`src/rtl/filterbank_window_seq_pkg.sv`:
```
// Shared constants, state encoding and saturation helper for the window sequencer.
package filterbank_window_seq_pkg;

  localparam int TAPS        = 16;
  localparam int SAMPLES     = 32;
  localparam int V_RING      = 1024;
  localparam int SLOT_STRIDE = 64;

  localparam int TAP_W  = $clog2(TAPS);
  localparam int SAMP_W = $clog2(SAMPLES);
  localparam int V_AW   = $clog2(V_RING);

  localparam logic [TAP_W-1:0]  TAP_LAST  = TAP_W'(TAPS - 1);
  localparam logic [SAMP_W-1:0] SAMP_LAST = SAMP_W'(SAMPLES - 1);

  // state    | meaning
  // ST_IDLE  | waiting for start
  // ST_RUN   | issuing one tap per cycle
  // ST_HOLD  | at a sample boundary with no output credit; no reads
  // ST_DRAIN | all taps issued; waiting for pipeline, FIFO and pops
  typedef enum logic [1:0] {
    ST_IDLE  = 2'd0,
    ST_RUN   = 2'd1,
    ST_HOLD  = 2'd2,
    ST_DRAIN = 2'd3
  } fb_state_e;

  // Clamp a signed value to the range of a w-bit signed integer.
  function automatic logic signed [63:0] sat_clamp(input logic signed [63:0] x, input int w);
    logic signed [63:0] hi;
    logic signed [63:0] lo;
    hi = (64'sd1 <<< (w - 1)) - 64'sd1;
    lo = -(64'sd1 <<< (w - 1));
    if (x > hi) return hi;
    if (x < lo) return lo;
    return x;
  endfunction

endpackage

```
`src/rtl/fb_pcm_fifo2.sv`:
```
// Two-entry synchronous FIFO for output PCM; count feeds the credit logic.
module fb_pcm_fifo2 #(
  parameter int W = 16
) (
  input  logic         clk,
  input  logic         reset,
  input  logic         push,
  input  logic [W-1:0] din,
  input  logic         pop,
  output logic [W-1:0] dout,
  output logic         valid,
  output logic [1:0]   count
);

  logic [W-1:0] mem_q [2];
  logic         wr_ptr_q;
  logic         rd_ptr_q;
  logic         do_push;
  logic         do_pop;

  assign do_pop  = pop && (count != 2'd0);
  assign do_push = push && ((count != 2'd2) || do_pop);
  assign dout    = mem_q[rd_ptr_q];
  assign valid   = (count != 2'd0);

  // Storage, pointers and occupancy.
  always_ff @(posedge clk) begin
    if (reset) begin
      mem_q[0] <= '0;
      mem_q[1] <= '0;
      wr_ptr_q <= 1'b0;
      rd_ptr_q <= 1'b0;
      count    <= 2'd0;
    end else begin
      if (do_push) begin
        mem_q[wr_ptr_q] <= din;
        wr_ptr_q        <= ~wr_ptr_q;
      end
      if (do_pop) rd_ptr_q <= ~rd_ptr_q;
      case ({do_push, do_pop})
        2'b10:   count <= count + 2'd1;
        2'b01:   count <= count - 2'd1;
        default: count <= count;
      endcase
    end
  end

endmodule

```
`src/rtl/filterbank_window_seq.sv`:
```
// Synthesis-window sequencer: walks D ROM and V ring, 16-tap MAC per sample,
// saturates and queues 16-bit PCM behind a credit-limited 2-entry FIFO.
module filterbank_window_seq #(
  parameter int COEF_W = 18,
  parameter int V_W    = 18,
  parameter int ACC_W  = 40,
  parameter int SHIFT  = 18,
  parameter int PCM_W  = 16
) (
  input  logic                     clk,
  input  logic                     reset,
  input  logic                     start,
  input  logic [3:0]               v_slot,
  output logic                     busy,
  output logic                     done,
  output logic                     rom_en,
  output logic [8:0]               rom_addr,
  input  logic signed [COEF_W-1:0] rom_data,
  output logic                     v_rd_en,
  output logic [9:0]               v_addr,
  input  logic signed [V_W-1:0]    v_data,
  output logic                     pcm_valid,
  input  logic                     pcm_ready,
  output logic signed [PCM_W-1:0]  pcm_data
);
  import filterbank_window_seq_pkg::*;

  localparam int PW = COEF_W + V_W;

  fb_state_e state_q, state_d;
  logic [TAP_W-1:0]  tap_q, tap_d;
  logic [SAMP_W-1:0] samp_q, samp_d;
  logic [3:0]        v_slot_q;
  logic              issue;
  logic              credit_ok;
  logic [1:0]        inflight_q;
  logic [1:0]        fifo_count;
  logic [SAMP_W:0]   pops_q;
  logic              pcm_pop;

  logic                    s1_vld_q, s1_first_q, s1_last_q;
  logic                    p_vld_q, p_first_q, p_last_q;
  logic signed [PW-1:0]    prod_q;
  logic signed [ACC_W-1:0] prod_ext;
  logic signed [ACC_W-1:0] acc_q;
  logic                    acc_done_q;
  logic signed [ACC_W-1:0] acc_sh;
  logic signed [63:0]      sat64;
  logic                    unused_sat;

  // A sample may only begin if it is guaranteed a FIFO slot on completion.
  assign credit_ok = ({1'b0, inflight_q} + {1'b0, fifo_count}) < 3'd2;
  assign pcm_pop   = pcm_valid && pcm_ready;

  assign busy     = (state_q != ST_IDLE);
  assign rom_en   = issue;
  assign v_rd_en  = issue;
  assign rom_addr = {tap_q, samp_q};
  // Ring wrap is the natural 10-bit overflow of this sum.
  assign v_addr   = {v_slot_q, 6'b0} + {tap_q[3:1], 7'b0} + (tap_q[0] ? 10'd96 : 10'd0)
                  + {5'b0, samp_q};

  // State and counter registers.
  always_ff @(posedge clk) begin
    if (reset) begin
      state_q  <= ST_IDLE;
      tap_q    <= '0;
      samp_q   <= '0;
      v_slot_q <= '0;
    end else begin
      state_q <= state_d;
      tap_q   <= tap_d;
      samp_q  <= samp_d;
      if (state_q == ST_IDLE && start) v_slot_q <= v_slot;
    end
  end

  // Next-state, tap issue and done decode.
  always_comb begin
    state_d = state_q;
    tap_d   = tap_q;
    samp_d  = samp_q;
    issue   = 1'b0;
    done    = 1'b0;
    case (state_q)
      ST_IDLE: begin
        if (start) begin
          state_d = ST_RUN;
          tap_d   = '0;
          samp_d  = '0;
        end
      end
      ST_RUN: begin
        if (tap_q == '0 && !credit_ok) begin
          state_d = ST_HOLD;
        end else begin
          issue = 1'b1;
          if (tap_q == TAP_LAST) begin
            tap_d = '0;
            if (samp_q == SAMP_LAST) state_d = ST_DRAIN;
            else                     samp_d  = samp_q + 1'b1;
          end else begin
            tap_d = tap_q + 1'b1;
          end
        end
      end
      ST_HOLD: begin
        if (credit_ok) state_d = ST_RUN;
      end
      ST_DRAIN: begin
        if (inflight_q == 2'd0 && fifo_count == 2'd0 && pops_q == (SAMP_W+1)'(SAMPLES)) begin
          done    = 1'b1;
          state_d = ST_IDLE;
        end
      end
      default: state_d = ST_IDLE;
    endcase
  end

  // Samples in flight (started, not yet pushed) and pops within the block.
  always_ff @(posedge clk) begin
    if (reset) begin
      inflight_q <= 2'd0;
      pops_q     <= '0;
    end else begin
      case ({issue && (tap_q == '0), acc_done_q})
        2'b10:   inflight_q <= inflight_q + 2'd1;
        2'b01:   inflight_q <= inflight_q - 2'd1;
        default: inflight_q <= inflight_q;
      endcase
      if (state_q == ST_IDLE && start) pops_q <= '0;
      else if (pcm_pop)                pops_q <= pops_q + 1'b1;
    end
  end

  assign prod_ext = {{(ACC_W-PW){prod_q[PW-1]}}, prod_q};

  // Read-data stage, product register, accumulator.
  always_ff @(posedge clk) begin
    if (reset) begin
      s1_vld_q   <= 1'b0;
      s1_first_q <= 1'b0;
      s1_last_q  <= 1'b0;
      p_vld_q    <= 1'b0;
      p_first_q  <= 1'b0;
      p_last_q   <= 1'b0;
      prod_q     <= '0;
      acc_q      <= '0;
      acc_done_q <= 1'b0;
    end else begin
      s1_vld_q   <= issue;
      s1_first_q <= (tap_q == '0);
      s1_last_q  <= (tap_q == TAP_LAST);
      p_vld_q    <= s1_vld_q;
      p_first_q  <= s1_first_q;
      p_last_q   <= s1_last_q;
      if (s1_vld_q) prod_q <= rom_data * v_data;
      if (p_vld_q)  acc_q  <= p_first_q ? prod_ext : acc_q + prod_ext;
      acc_done_q <= p_vld_q && p_last_q;
    end
  end

  assign acc_sh     = acc_q >>> SHIFT;
  assign sat64      = sat_clamp({{(64-ACC_W){acc_sh[ACC_W-1]}}, acc_sh}, PCM_W);
  assign unused_sat = ^sat64[63:PCM_W];

  fb_pcm_fifo2 #(.W(PCM_W)) u_fifo (
    .clk   (clk),
    .reset (reset),
    .push  (acc_done_q),
    .din   (sat64[PCM_W-1:0]),
    .pop   (pcm_pop),
    .dout  (pcm_data),
    .valid (pcm_valid),
    .count (fifo_count)
  );

endmodule

```
`config.mk`:
```
export PLATFORM = sky130hd
export DESIGN_NAME = filterbank_window_seq
export DESIGN_NICKNAME = d
export VERILOG_FILES = /design/src/rtl/filterbank_window_seq_pkg.sv /design/src/rtl/fb_pcm_fifo2.sv /design/src/rtl/filterbank_window_seq.sv
export SDC_FILE = /design/constraint.sdc
export NUM_CORES = 1
export LEC_CHECK = 0
export BUFFER_PORTS_ARGS = -buffer_cell sky130_fd_sc_hd__buf_2
export CORE_MARGIN = 4
export CORE_UTILIZATION = 50
export CTS_CLUSTER_SIZE = 24
export DETAILED_ROUTE_END_ITERATION = 7
export PLACE_DENSITY = 0.78
export SLEW_MARGIN = 20
export SYNTH_ARGS = -nofsm -noshare
export SYNTH_HDL_FRONTEND = slang
export SYNTH_HIERARCHICAL = 1
export SYNTH_SLANG_ARGS = --single-unit
```
`constraint.sdc`:
```
create_clock -name clk -period 10.2 [get_ports clk]
set_input_delay 1.02 -clock clk [delete_from_list [all_inputs] [get_ports clk]]
set_output_delay 1.02 -clock clk [all_outputs]
set_load 0.02 [all_outputs]
```
==> summary.txt, run 1 <==
Commonest cells in the netlist -> inv_1, fa_1, nand2_1
RSZ-0062 raised after global routing -> false
Resized cells post-CTS -> 0
Area of the multi-input gates -> 15200 um^2
Die width -> 210 um
Worst Setup End Kind -> flip-flop
Root Driver -> clkbuf_16
Die ar. -> 43900 um^2
Crit Path Class -> primary input to flip-flop
Worst stage delay on the critical path -> 0.59 ns
CTS Hold Buffers Added -> 0
Peak Freq -> 0.138 GHz
CP Max Fanout -> 18
Tightest Pin Transition -> 1.02 ns
Post-synth top flop -> dfxtp_1
Layout net count -> 2787
Outcome -> finished clean
Core area -> 39900 um^2
Synthesized area -> 20300 um^2
Mapped Nets -> 2771
Layout area overhead -> 6.25%
Post-synth ARST share -> 0
Req. time, crit path -> 10.47 ns
Total Neg Setup Slack -> 0 ns
Overall Global Routing Usage -> 0.220
Register area -> 3180 um^2
Largest cells by area after synthesis -> fa_1, dfxtp_1, ha_1
DPL Wire Length -> 36.8 mm
Area leader, netlist -> fa_1
Number of diodes -> 0
Top-area cell type share of the netlist area -> 0.327
Fillers -> 3402
First-pass GRT wire length -> 80.3 mm
Critical-path top delay cell -> fa_1
Clk_lat worst skew -> 0.43 ns
Max-cap violations -> 0
Fin crit share -> 0.711
DRT iter0 DRCs -> 930
TritonCTS clock tree -> done
Vias after detailed routing -> 15500
#FFs+latches synth -> 143
Starting density of the core -> 0.509
Final hold vios -> 0
DR DRC count -> 0
Layout cells sized above 1 -> 0.0794
Wire per inst -> 16.7 um
Ports -> 84
Min-Delay Path Class -> flip-flop to flip-flop
Max-slew violation count -> 0
Crit path time final -> 7.25 ns
Initial antenna violation count -> 0
Drt first pass iters -> 7
Clk sink count -> 143
H-tree depth -> 4
Remaining antenna violation count -> 0
CTS clk-pin slew, worst paths -> 0.06 ns
Final setup vio count -> 0
Maximum root-to-sink buffer count -> 2
CP Data Arrival Time -> 7.52 ns
Rel. slew slack -> 0.319
Post-synth EDFFs -> 32
Cells after Synth -> 2252
Clock Skews -> 0.0112 ns
# port buffers -> 83
Most common cell in the netlist -> inv_1
Chip Height -> 210 um
Vias per Instance -> 5.51
Cell family with most CP delay -> adder cells
Synth warn -> 6
Syn_area_per_cell -> 9.03 um^2
Std cell rows -> 73
CP bufs+invs -> 8
CP Launch Type -> primary input
CTS buffer count -> 17
Most Frequent Cell on Critical Path -> inv_1
Vias in the first global route -> 16800
Drt total wl -> 46.8 mm
Netlist cell types -> 90
GP Congestion -> 0.888
Post-CTS Setup Inserts -> 0
Sequential area share after synthesis -> 0.157
Largest net degree at the start of global routing -> 91
GRT overflow -> 0
per-stage QoR:
| step | worst slack (ns) | util | cell area [um^2] | hold slack [ns] | instances |
|---|---|---|---|---|---|
| 6_report | 2.95 | 0.541 | 21600 | 0.440 | 2806 |
| 3_3_place_gp | 2.81 | 0.527 | 21000 | 0.419 | 2774 |
| 4_1_cts | 3.04 | 0.541 | 21600 | 0.444 | 2806 |
| 5_1_grt | 2.61 | 0.541 | 21600 | 0.465 | 2806 |
| 3_5_place_dp | 2.59 | 0.527 | 21000 | 0.429 | 2774 |
| 2_1_floorplan | 3.11 | - | 20300 | 0.414 | 2252 |
worst paths after layout:
path	from	end	slack (ns)	cells after the start
worst min register to register	s1_first_q	p_first_q	0.44	1
worst min-delay path	s1_first_q	p_first_q	0.44	1
worst max-delay path	v_data[0]	prod_q[35]	2.95	25
worst max register to register	prod_q[0]	acc_q[34]	6.78	13
cell type report:
| type | instances | share of cell area |
|---|---|---|
| multi-input combinational | 1617 | 0.705 |
| sequential | 143 | 0.147 |
| tap | 525 | 0.0304 |
| clock buffer | 18 | 0.0203 |
| timing repair buffer | 89 | 0.0214 |
| inverter | 400 | 0.0695 |
| clock inverter | 14 | 0.00550 |
cells by family (layout without fill, tap and decap cells):
logic type | count (synthesis) | count (layout) | synth area share
buffers and inverters | 492 | 521 | 0.0941
flip-flops | 143 | 143 | 0.157
multiplexers | 46 | 46 | 0.0239
XOR/XNOR | 78 | 78 | 0.0336
adder cells (fa/ha/maj) | 475 | 475 | 0.415
AND/OR/NAND/NOR | 698 | 698 | 0.169
AO/OA/AOI/OAI | 320 | 320 | 0.108
state kept, by name (all words and copies together) (netlist names), named ones only:
register	count
acc_done_q	1
acc_q	40
inflight_q	2
p_first_q	1
p_last_q	1
p_vld_q	1
pops_q	6
prod_q	36
s1_first_q	1
s1_last_q	1
s1_vld_q	1
samp_q	5
state_q	2
tap_q	4
u_fifo/count	2
u_fifo/mem_q	32
u_fifo/rd_ptr_q	1
u_fifo/wr_ptr_q	1
v_slot_q	4
layout by cell type, fill, tap and decap left out, types with 10 or more instances in the layout:
cell,count
edfxtp_1,32
o21ai_1,10
dfxtp_1,110
ha_1,143
a21oi_1,86
mux2_2,16
o21ai_0,49
o211ai_1,14
inv_1,396
nand3_1,21
a21o_1,29
and3_1,10
buf_2,82
nand2_1,246
fa_1,332
xor2_1,22
a311oi_1,20
and2_4,10
nor2b_1,10
nand2b_1,12
xnor2_1,56
and2_1,188
clkbuf_16,17
nor2_1,152
mux2i_1,28
nor3_1,11
a211oi_1,21
o21a_1,21
o21bai_1,11
layer usage:
layer / track usage / wire, um
met1: 0.264 / 18400
met2: 0.401 / 24500
met3: 0.0250 / 2110
met4: 0.0864 / 1840
met5: 0 / 0
Power of run 1 is left out: the tool's default activity adds up to more than one toggle a clock period on the data nets, which glitch-free logic cannot reach.
==> run 2: changes to the inputs <==
--- a/config.mk
+++ b/config.mk
@@ -10,7 +10,7 @@
 export CORE_UTILIZATION = 50
 export CTS_CLUSTER_SIZE = 24
 export DETAILED_ROUTE_END_ITERATION = 7
-export PLACE_DENSITY = 0.78
+export PLACE_DENSITY = 0.8
 export SLEW_MARGIN = 20
 export SYNTH_ARGS = -nofsm -noshare
 export SYNTH_HDL_FRONTEND = slang
==> constraint.sdc (replaced) <==
create_clock -name clk -period 6 [get_ports clk]
set_input_delay 0.6 -clock clk [delete_from_list [all_inputs] [get_ports clk]]
set_output_delay 0.6 -clock clk [all_outputs]
set_load 0.02 [all_outputs]
==> run 2 against run 1 <==
Against the previous run:
- wire length is 1.4% higher
- clock-buffer cell count grew 3
- critical path depth shrank 2
- core utilization is 4.7 points higher
- critical path type unchanged
- largest cell class unchanged
- highest routed layer unchanged
==> summary.txt, run 2 (synthesis gave the netlist of run 1 again) <==
Outcome -> finished clean
GRT met3 Usage -> 0.0253 (+0.000299)
Tightest Pin Transition -> 1.00 ns (-0.0174 ns)
Commonest cells after routing, fill and taps aside -> inv_1, fa_1, nand2_1
Crit path launch -> rom_data[5]
Die ar. -> 43900 um^2 (unchanged)
Final hold vios -> 0 (unchanged)
Req. time, crit path -> 6.27 ns (-4.20 ns)
Clk_lat worst skew -> 0.44 ns (about the same)
H-tree depth -> 4 (unchanged)
Critical-path cell list -> buf_2 -> and2_4 -> fa_1 -> inv_1 -> fa_2 -> fa_2 -> fa_1 -> inv_1 -> fa_1 -> inv_2 -> fa_1 -> inv_1 -> ha_2 -> a21o_1 -> a21o_1 -> nor2_2 -> a211oi_2 -> o2111ai_4 -> a31oi_4 -> o41ai_2 -> nor2b_1 -> o41ai_2 -> a211oi_1
Most common cell after layout, fill and taps aside -> inv_1
Reg2reg path depth -> 13 (unchanged)
Clk sink count -> 143 (unchanged)
DR DRC count -> 0 (unchanged)
CTS Hold Buffers Added -> 0 (unchanged)
Remaining antenna violation count -> 0 (unchanged)
CP Max Fanout -> 5 (-13)
CTS clk-pin slew, worst paths -> 0.07 ns (about the same)
Worst flop-to-flop path endpoint -> acc_q[34]
Layout cells sized above 1 -> 0.179 (+0.0999)
Chip Height -> 210 um (unchanged)
CP Data Arrival Time -> 6.25 ns (-1.27 ns)
Vias per Instance -> 5.40 (-2.1%)
Max-cap violations -> 0 (unchanged)
Max-slew violation count -> 0 (unchanged)
Final setup vio count -> 0 (unchanged)
Layout net count -> 2955 (+6.0%)
DPL Wire Length -> 38.4 mm (+4.4%)
Met1 Use GR -> 0.264 (-0.000411)
Vias after detailed routing -> 16100 (+3.7%)
TritonCTS clock tree -> done
Maximum root-to-sink buffer count -> 2 (unchanged)
Fin crit share -> 0.997
Drt total wl -> 47.5 mm (+1.4%)
CP Launch Type -> primary input
Design area -> 23500 um^2 (+8.7%)
GRT overflow -> 0 (unchanged)
Worst stage delay on the critical path -> 0.58 ns (about the same)
# port buffers -> 83 (unchanged)
Worst R2R Start -> prod_q[0]
Ports -> 84 (unchanged)
Most Frequent Cell on Critical Path -> fa_1
First-pass GRT wire length -> 81.5 mm (+1.5%)
Peak Freq -> 0.167 GHz
Die width -> 210 um (unchanged)
Crit path time final -> 5.98 ns
Min-Delay Path Class -> primary input to flip-flop
Number of flip-flops under the largest register name -> 40 (unchanged)
Finished Layout Cells -> 2974 (+6.0%)
Flop-to-flop setup slack -> 2.53 ns (-4.25 ns)
Layout area overhead -> 15.5%
Initial antenna violation count -> 0 (unchanged)
Root Driver -> clkbuf_16
Cells after DPL -> 2934 (+5.8%)
DRT iter0 DRCs -> 853 (-8.3%)
Grt met2 use -> 0.413 (+0.0118)
Overall Global Routing Usage -> 0.221 (+0.00133)
Hold WS -> 0.412 ns (-0.0283 ns)
Core area -> 39900 um^2 (unchanged)
Starting density of the core -> 0.509 (unchanged)
Largest regs -> acc_q: 40 flops, prod_q: 36 flops, u_fifo/mem_q: 32 flops
CP Capture Point -> prod_q[35]
Worst Setup End Kind -> flip-flop
Wire per inst -> 16.0 um (-4.3%)
DP Area -> 22500 um^2 (+6.8%)
Register with the most flip-flops -> acc_q
Number of diodes -> 0 (unchanged)
Crit Path Class -> primary input to flip-flop
Critical-path top delay cell -> fa_1
Drt first pass iters -> 6 (-1)
Largest net degree at the start of global routing -> 77 (-15%)
Clock Skews -> 0.0187 ns (+0.00753 ns)
Rel. slew slack -> 0.327 (+0.00711)
RSZ-0062 raised after global routing -> true
Vias in the first global route -> 17300 (+3.0%)
Std cell rows -> 73 (unchanged)
GR peak layer -> met2
CTS buffer count -> 17 (unchanged)
GP Congestion -> 0.900 (+1.4%)
[run 2: cell count changes in the layout (fill, tap and decap cells not counted), sizes merged]
cell | before | now
clkinvlp | 4 | 1
inv | 405 | 401
buf | 89 | 246
clkbuf | 18 | 32
clkinv | 5 | 8
bufinv | 0 | 1
[run 2: per-layer routing]
| metal | vias to the layer above | share of wire | wire (um) |
|---|---|---|---|
| met5 | - | 0 | 0 |
| met4 | 0 | 0.030 | 1420 |
| met3 | 106 | 0.037 | 1760 |
| met2 | 365 | 0.53 | 25400 |
| met1 | 8092 | 0.40 | 18900 |
| li1 | 7488 | - | - |
[run 2: final cells by class]
type	instances	area, um^2
clock buffer	21	492
clock inverter	11	116
fill	3263	16400
inverter	400	1510
multi-input combinational	1617	15700
sequential	143	3180
tap	525	657
timing repair buffer	257	1860
[run 2: critical path: cells and delay by family]
family | cells | cell delay (ns)
fa+ha+maj | 7 | 3.28
compound gates | 8 | 1.60
simple gates | 3 | 0.42
buf+inv | 5 | 0.35
[run 2: what timing repair did]
item,4_1_cts,5_1_grt
setup buffers,0,8
hold endpoints to repair,0,0
pin swaps,5,52
endpoints found under the setup margin,1,15
resized for setup,2,106
[run 2: worst min path at each step]
stage | from | end | slack (ns) | depth (start not counted)
2_1_floorplan | s1_first_q | p_first_q | 0.41 | 1
3_3_place_gp | s1_last_q | p_last_q | 0.42 | 1
3_5_place_dp | s1_last_q | p_last_q | 0.42 | 1
4_1_cts | v_slot[3] | v_slot_q[3] | 0.41 | 3
5_1_grt | v_slot[2] | v_slot_q[2] | 0.44 | 3
6_report | v_slot[3] | v_slot_q[3] | 0.41 | 3
[run 2: metrics by stage]
step	worst slack, ns	utilization	TNS [ns]
2_1_floorplan	-0.0845	-	-0.102
3_3_place_gp	-0.469	0.563	-4.05
3_5_place_dp	-0.597	0.563	-5.56
4_1_cts	0.00185	0.578	0
5_1_grt	-0.184	0.588	-0.483
6_report	0.0210	0.588	0
Power of run 2 is left out for the same reason.
